**src/rtl/zaap_hd_classify_if.sv**
```systemverilog
// HD value stream between the HD transform and the classify stage.
// Master drives valid/data, slave answers with ready.
interface zaap_hd_classify_if #(
    parameter int W = 7
);
    logic         valid;
    logic [W-1:0] data;
    logic         ready;

    modport master (
        output valid,
        output data,
        input  ready
    );

    modport slave (
        input  valid,
        input  data,
        output ready
    );
endinterface

```
**src/rtl/zaap_hd_classify.sv**
```systemverilog
// Classifies HD values into raw key bits, reliability mask and erasure count.
// Optional: ZAAP_HD_EARLY_FAIL_EN abandons the stream once erasures exceed t.
module zaap_hd_classify #(
    parameter int N  = 128,
    parameter int W  = 7,
    parameter int CW = 8
) (
    input  logic              clk,
    input  logic              rst,
    input  logic              start,
    input  logic [W-1:0]      Hsl,
    input  logic [W-1:0]      Hsh,
    input  logic [W-1:0]      t,
    zaap_hd_classify_if.slave hd,
    output logic [N-1:0]      key,
    output logic [N-1:0]      mask,
    output logic [CW-1:0]     erase_cnt,
    output logic              busy,
    output logic              done,
    output logic              fail,
    output logic              cfg_err
);
    localparam int IW = $clog2(N);
    localparam logic [IW-1:0] LAST = IW'(N - 1);

    typedef enum logic [1:0] {
        IDLE,
        COLLECT,
        CHECK,
        DONE
    } state_t;

    state_t        state;
    logic [W-1:0]  hsl_q;
    logic [W-1:0]  hsh_q;
    logic [W-1:0]  t_q;
    logic [IW-1:0] idx;

    logic          xfer;
    logic          is_lo;
    logic          is_hi;
    logic          is_er;
    logic          stop;
    logic [CW-1:0] ers_nxt;

    always_comb begin
        xfer    = hd.valid & hd.ready;
        is_lo   = hd.data <= hsl_q;
        is_hi   = hd.data >= hsh_q;
        is_er   = !is_lo && !is_hi;
        ers_nxt = erase_cnt + CW'(is_er);
`ifdef ZAAP_HD_EARLY_FAIL_EN
        stop    = ers_nxt > CW'(t_q);
`else
        stop    = 1'b0;
`endif
    end

    always_ff @(posedge clk or negedge rst) begin
        if (!rst) begin
            state     <= IDLE;
            hsl_q     <= '0;
            hsh_q     <= '0;
            t_q       <= '0;
            idx       <= '0;
            key       <= '0;
            mask      <= '0;
            erase_cnt <= '0;
            busy      <= 1'b0;
            done      <= 1'b0;
            fail      <= 1'b0;
            cfg_err   <= 1'b0;
            hd.ready  <= 1'b0;
        end else begin
            unique case (state)
                IDLE: begin
                    if (start) begin
                        hsl_q     <= Hsl;
                        hsh_q     <= Hsh;
                        t_q       <= t;
                        idx       <= '0;
                        key       <= '0;
                        mask      <= '0;
                        erase_cnt <= '0;
                        busy      <= 1'b1;
                        if (Hsl >= Hsh) begin
                            cfg_err <= 1'b1;
                            fail    <= 1'b1;
                            done    <= 1'b1;
                            state   <= DONE;
                        end else begin
                            cfg_err  <= 1'b0;
                            fail     <= 1'b0;
                            hd.ready <= 1'b1;
                            state    <= COLLECT;
                        end
                    end
                end
                COLLECT: begin
                    if (xfer) begin
                        key[idx]  <= is_hi;
                        mask[idx] <= !is_er;
                        erase_cnt <= ers_nxt;
                        idx       <= idx + 1'b1;
                        // Early stop leaves the remaining bits cleared
                        if (idx == LAST || stop) begin
                            hd.ready <= 1'b0;
                            state    <= CHECK;
                        end
                    end
                end
                CHECK: begin
                    fail  <= erase_cnt > CW'(t_q);
                    done  <= 1'b1;
                    state <= DONE;
                end
                DONE: begin
                    done  <= 1'b0;
                    busy  <= 1'b0;
                    state <= IDLE;
                end
                default: begin
                    state <= IDLE;
                end
            endcase
        end
    end
endmodule

```
**src/flat_wrapper.sv**
```systemverilog
// flat-port wrapper written by rule: the top's interface ports become plain ports
module zaap_hd_classify_flat 
#(
    parameter int N  = 128,
    parameter int W  = 7,
    parameter int CW = 8
)
  (clk, rst, start, Hsl, Hsh, t, key, mask, erase_cnt, busy, done, fail, cfg_err, hd_valid, hd_data, hd_ready);
  zaap_hd_classify_if #(.W(W)) hd_i ();
  input  logic clk;
  input  logic rst;
  input  logic start;
  input  logic [W-1:0] Hsl;
  input  logic [W-1:0] Hsh;
  input  logic [W-1:0] t;
  output logic [N-1:0] key;
  output logic [N-1:0] mask;
  output logic [CW-1:0] erase_cnt;
  output logic busy;
  output logic done;
  output logic fail;
  output logic cfg_err;
  input wire logic [$bits(hd_i.valid)-1:0] hd_valid;
  input wire logic [$bits(hd_i.data)-1:0] hd_data;
  output wire logic [$bits(hd_i.ready)-1:0] hd_ready;
  assign hd_i.valid = hd_valid;
  assign hd_i.data = hd_data;
  assign hd_ready = hd_i.ready;
  zaap_hd_classify #(.N(N), .W(W), .CW(CW)) u_core (.clk(clk), .rst(rst), .start(start), .Hsl(Hsl), .Hsh(Hsh), .t(t), .hd(hd_i), .key(key), .mask(mask), .erase_cnt(erase_cnt), .busy(busy), .done(done), .fail(fail), .cfg_err(cfg_err));
endmodule
```
**config.mk**
```make
export PLATFORM = sky130hd
export DESIGN_NAME = zaap_hd_classify_flat
export DESIGN_NICKNAME = d
export VERILOG_FILES = /design/src/rtl/zaap_hd_classify_if.sv /design/src/rtl/zaap_hd_classify.sv /design/src/flat_wrapper.sv
export SDC_FILE = /design/constraint.sdc
export NUM_CORES = 1
export LEC_CHECK = 0
export CAP_MARGIN = 20
export CORE_MARGIN = 2
export CORE_UTILIZATION = 44
export DETAILED_ROUTE_END_ITERATION = 6
export GPL_TIMING_DRIVEN = 0
export PLACE_DENSITY = 0.71
export SYNTH_ARGS = -nofsm -noshare
export SYNTH_HDL_FRONTEND = slang
export SYNTH_SLANG_ARGS = --single-unit
```
**constraint.sdc**
```tcl
create_clock -name clk -period 3.31 [get_ports clk]
set_input_delay 0.993 -clock clk [delete_from_list [all_inputs] [get_ports clk]]
set_output_delay 0.993 -clock clk [all_outputs]
set_load 0.02 [all_outputs]
```
# Word-level counts from Yosys, hierarchy flattened
# Cells that the tools add are included.
# Widths: inputs -> output; s select.
dict set report totals {
  regBits 299
  in_bits 32
  out_inout_bits 269
  wordCells 81
}
dict set report classes {
  add_sub_neg 2
  magnitude_cmp 6
  eq_ne 9
  n_mux 33
  bitwise 1
  reduce_logical 17
}
# op count
set ops {}
lappend ops {{$pmux 128 s2} 2}
lappend ops {{$mux 128} 3}
lappend ops {{$bwmux 128} 2}
lappend ops {{$mux 8} 2}
lappend ops {{$pmux 8 s2} 1}
lappend ops {{$ge 7x7->1} 2}
lappend ops {{$mux 7} 2}
lappend ops {{$pmux 7 s2} 1}
lappend ops {{$mux 1} 10}
lappend ops {{$reduce_and 3->1} 3}
lappend ops {{$add 8x1->8} 1}
lappend ops {{$gt 8x7->1} 1}
lappend ops {{$lt 7x8->1 const B} 1}
lappend ops {{$mux 2} 4}
lappend ops {{$pmux 2 s4} 1}
lappend ops {{$add 7x1->7 const B} 1}
lappend ops {{$demux 1 s7} 1}
lappend ops {{$eq 7x7->1 const B} 1}
lappend ops {{$ge 7x1->1 const B} 1}
lappend ops {{$le 7x7->1} 1}
lappend ops {{$ne 2x1->1 const B} 3}
lappend ops {{$pmux 1 s2} 3}
lappend ops {{$reduce_and 2->1} 3}
lappend ops {{$reduce_bool 2->1} 3}
lappend ops {{other kinds (10)} 15}

# Longest topological paths before layout
dict set report logic_depth {
  depth_word 7
  depth_mapped 14
  mapped_depth_nobuf 11
}

# Least setup slack after synthesis
# OpenSTA, ideal clock, no wires.
dict set report synth_timing {
  path_kind {input-to-reg}
  from {input port hd_data[5]}
  to {register u_core.erase_cnt[7]}
  setup_ns 0.132
  t_arrival_ns 3.090
  required_ns 3.178
  setup_slack_ns 0.088
  cell_stages 13
  n_path_buf 3
  path_cell_list {ha_1 > a21o_1 > a21oi_1 > o211ai_1 > a211oi_2 > buf_2 > buf_4 > buf_6 > ha_1 > nand3_1 > nor3_1 > xnor2_1 > nor2_1}
}
dict set report synth_between {
  elab_chain_cells 6
  word_cells_on_any_way 8
  classes_between {add/sub (1); order compare (2); mux (2); reduce/logical (3)}
}
# item line_no
set synth_lines {}
lappend synth_lines {{from (decl)} flat_wrapper.sv:24} ;# input wire logic [$bits(hd_i.data)-1:0] hd_data;
lappend synth_lines {{$le 7x7->1 or $ge 7x7->1 (tied branches)} {zaap_hd_classify.sv:48, zaap_hd_classify.sv:49}}
lappend synth_lines {{$logic_not 1->1} zaap_hd_classify.sv:50} ;# is_er = !is_lo && !is_hi;
lappend synth_lines {{$logic_and 1x1->1 (*)} zaap_hd_classify.sv:50}
lappend synth_lines {{$add 8x1->8 (*)} zaap_hd_classify.sv:51} ;# ers_nxt = erase_cnt + CW'(is_er);
lappend synth_lines {{$mux 8 (*)} zaap_hd_classify.sv:100} ;# if (xfer) begin
lappend synth_lines {{$pmux 8 s2 (*)} zaap_hd_classify.sv:75} ;# unique case (state)
lappend synth_lines {{to (signal assigned)} zaap_hd_classify.sv:103} ;# erase_cnt <= ers_nxt;
lappend synth_lines {{to (decl)} zaap_hd_classify.sv:17} ;# output logic [CW-1:0] erase_cnt,
# Every way passes the cells marked *; elsewhere a longest branch is shown, timed or not. The select of a mux whose other input is x is not followed.
# A chain may end at the register's enable or synchronous reset.

# Final worst setup path
dict set report layout_timing {
  from {input port hd_data[5]}
  to {register u_core.key[18]}
}
dict set report layout_between {
  elab_chain_cells 4
}
# item line_no
set layout_lines {}
lappend layout_lines {{$ge 7x7->1} zaap_hd_classify.sv:49} ;# is_hi = hd.data >= hsh_q;
lappend layout_lines {{$bwmux 128} zaap_hd_classify.sv:101} ;# key[idx] <= is_hi;
lappend layout_lines {{$mux 128} zaap_hd_classify.sv:100}
lappend layout_lines {{$pmux 128 s2} zaap_hd_classify.sv:75}
lappend layout_lines {{to (signal, indexed assignment)} zaap_hd_classify.sv:101}
lappend layout_lines {{to (decl)} zaap_hd_classify.sv:15} ;# output logic [N-1:0] key,
# Every way passes these cells. The select of a mux whose other input is x is not followed.

==> results.json <==
{
  "dp_hpwl_um": 37800,
  "status": "completed",
  "die_y_um": 183,
  "ys_ff_latch": 299,
  "dieWidth_um": 183,
  "p_leak_uw": 0.00780,
  "synth_cells": 1377,
  "htreeDepth": 2,
  "grt_pass1_wl_um": 81100,
  "cts_tree": "yes",
  "syn-num-nets": 1444,
  "cp.required_ns": 3.68,
  "clk_latency_ns": 0.52,
  "port_buffers": 300,
  "die_area_mm2": 0.0335,
  "core_area_mm2": 0.0316,
  "relSlewSlack_pct": 39.6,
  "pin_count": 301,
  "dr.pass1.iters": 5,
  "max-vdd-ir-drop_mv": 0.538,
  "yosysWarnings": 0,
  "yosysMostFrequentCell": "dfrtp_1",
  "clk_pin_slew_ns": 0.06,
  "ant_nets": 0,
  "avgViaCountPerCell": 6.27,
  "fin_util_pct": 60.0,
  "setup_viol": 0,
  "rows": 65,
  "detail_route.wl_per_cell_um": 24.9,
  "layout-drive-gt1-share_pct": 10.5,
  "syn_to_final_growth_pct": 34.0,
  "min_period_ns": 3.19,
  "arrival_ns": 3.56,
  "gp_congestion": 0.925,
  "syn_avg_cell_area_um2": 10.3,
  "final-hold-violation-count": 0,
  "power_density_mw_per_mm2": 613,
  "ys_async_sr_fraction_pct": 100,
  "synth_edf_count": 0,
  "grt_pass1_vias": 13328,
  "synth.distinct_cells": 51,
  "synth_area_mm2": 0.0141,
  "crit_type": "input pin to flop",
  "synth_area_leaders": "dfrtp_1, o211ai_1, o31ai_1",
  "antenna_found_initial": 0,
  "cp-start-kind": "input pin",
  "ys_seq_area_share_pct": 53.0,
  "critPathMaxFanout": 10,
  "holdCritPathClass": "input pin to async pin",
  "via_count": 13484,
  "synth_common_cells": "dfrtp_1, o211ai_1, nand2_1",
  "synthFlopType": "dfrtp_1",
  "track_usage_pct": 31.9,
  "final_max_slew_viol_count": 0,
  "fillers": 2727,
  "grt_max_degree": 126,
  "root_buffer": "clkbuf_16",
  "tightest_slew_ns": 0.906,
  "start_util_pct": 44.7,
  "totalWireLength_um": 53600,
  "drt-initial-drc-count": 1332,
  "place_ws_ns": -1.18,
  "min_period_over_period_pct": 96.4,
  "cts_hold_buf": 0,
  "clock_sinks": 299,
  "finalClockSkew_ns": 0.0118,
  "antenna_cells": 0,
  "cts.path.max_buffers": 3,
  "drc": 0,
  "r2r_slack_ns": 0.63,
  "synth.top_cell.area_share_pct": 53.0,
  "cap_violations": 0,
  "synth_area_leader_cell": "dfrtp_1",
  "numCtsBuffers": 34,
  "finalNetCount": 1789,
  "fin_total_pwr_uw": 11600,
  "crit_path_end_kind": "flop",
  "max_freq_ghz": 0.314,
  "setup_slack_ns": 0.120,
  "grt-ovfl-total": 0
}
worst max-delay path, stage by stage:
cell and delay (ns):
clkdlybuf4s50_1 0.45, ha_1 0.35, a21o_1 0.19, a21oi_1 0.13
o211ai_1 0.18, buf_4 0.19, nand2_1 0.15, buf_2 0.32
clkbuf_1 0.44, o31ai_1 0.16
final cells by class:
| type | count | area, µm² | area share (%) |
|---|---|---|---|
| buffer | 154 | 743 | 3.93 |
| timing repair buffer | 311 | 3150 | 16.6 |
| multi-input combinational | 886 | 5790 | 30.6 |
| clock inverter | 8 | 40.0 | 0.212 |
| clock buffer | 54 | 1080 | 5.71 |
| tap | 402 | 503 | 2.66 |
| inverter | 36 | 135 | 0.714 |
| sequential | 299 | 7480 | 39.5 |
registers in the layout, summed over array words and instances (netlist names), 2 cells and up:
| register | cells |
|---|---|
| u_core.hsl_q | 7 |
| u_core.hsh_q | 7 |
| u_core.erase_cnt | 8 |
| u_core.idx | 7 |
| u_core.state | 2 |
| u_core.t_q | 7 |
| u_core.key | 128 |
| u_core.mask | 128 |
where the power goes:
part	leakage [µW]	switching [µW]	total (µW)	internal, µW
clock network	0.000561	1530	3770	2240
logic	0.00312	2750	3800	1050
registers	0.00412	150	4020	3870
total	0.00780	4430	11600	7160
cells by family after synthesis:
family          after synthesis  synth area share, %
xor+xnor                      8                0.496
flops                       299                 53.0
simple gates                268                 8.19
mux                          18                 1.44
fa+ha+maj                    35                 3.10
buf+inv                     192                 6.19
compound gates              557                 27.6
routing by layer:
layer / vias up / track usage (%) / share of wire [%]
li1: 5804 / - / -
met1: 6629 / 41.8 / 39
met2: 874 / 49.7 / 46
met3: 177 / 7.84 / 10
met4: 0 / 16.0 / 5.0
met5: - / 0 / 0
layout by cell type (no fill, tap or decap), types with 3 or more instances in the layout:
| master | instances |
|---|---|
| o31ai_1 | 114 |
| mux2_2 | 15 |
| o21ai_1 | 128 |
| nor3_2 | 3 |
| and3_1 | 9 |
| buf_1 | 3 |
| xor2_1 | 4 |
| nand3_1 | 21 |
| dfrtp_1 | 299 |
| or3_1 | 3 |
| a21o_1 | 7 |
| o21ai_0 | 15 |
| clkbuf_8 | 9 |
| nand3_2 | 3 |
| buf_2 | 46 |
| clkbuf_1 | 87 |
| nand2_1 | 167 |
| nor2b_1 | 6 |
| nor2_1 | 36 |
| xnor2_1 | 4 |
| nand4_1 | 8 |
| clkinv_2 | 8 |
| nor3_1 | 3 |
| buf_4 | 22 |
| o211ai_1 | 254 |
| inv_1 | 35 |
| a21oi_1 | 10 |
| ha_1 | 33 |
| clkbuf_2 | 7 |
| clkbuf_16 | 38 |
| o31ai_2 | 14 |
| nand2b_1 | 3 |
| buf_6 | 4 |
| clkdlybuf4s50_1 | 299 |
worst paths after layout:
kind,start,to,depth (start not counted)
worst max-delay path,hd_data[5],u_core.key[18]$_DFFE_PN0P_,10
worst min-delay path,rst,u_core.key[75]$_DFFE_PN0P_,1
worst max register to register,u_core.state[0]$_DFFE_PN0P_,u_core.mask[75]$_DFFE_PN0P_,8
worst min register to register,u_core.hsh_q[6]$_DFFE_PN0P_,u_core.hsh_q[6]$_DFFE_PN0P_,2
max in group asynchronous,rst,u_core.t_q[5]$_DFFE_PN0P_,3
min in group clk,u_core.hsh_q[6]$_DFFE_PN0P_,u_core.hsh_q[6]$_DFFE_PN0P_,2
timing repair:
item | in CTS | in global routing
pin swaps | 2 | 4
buffers inserted | 3 | 5
setup endpoints to repair | 8 | 32
gates resized for setup | 8 | 13
cloned | 0 | 1
metrics by stage:
stage / instance area [µm²] / std cells / hold slack [ns] / setup TNS [ns]
after floorplan: 14100 / 1377 / 0.450 / 0
after global placement: 17600 / 2079 / 0.465 / -3569.44
after detailed placement: 17700 / 2081 / 0.471 / -79.03
after CTS: 18800 / 2144 / 0.440 / 0
after global routing: 18900 / 2150 / 0.466 / -0.00926
final: 18900 / 2150 / 0.419 / 0
No activity file was read; power rests on OpenSTA's default activity.
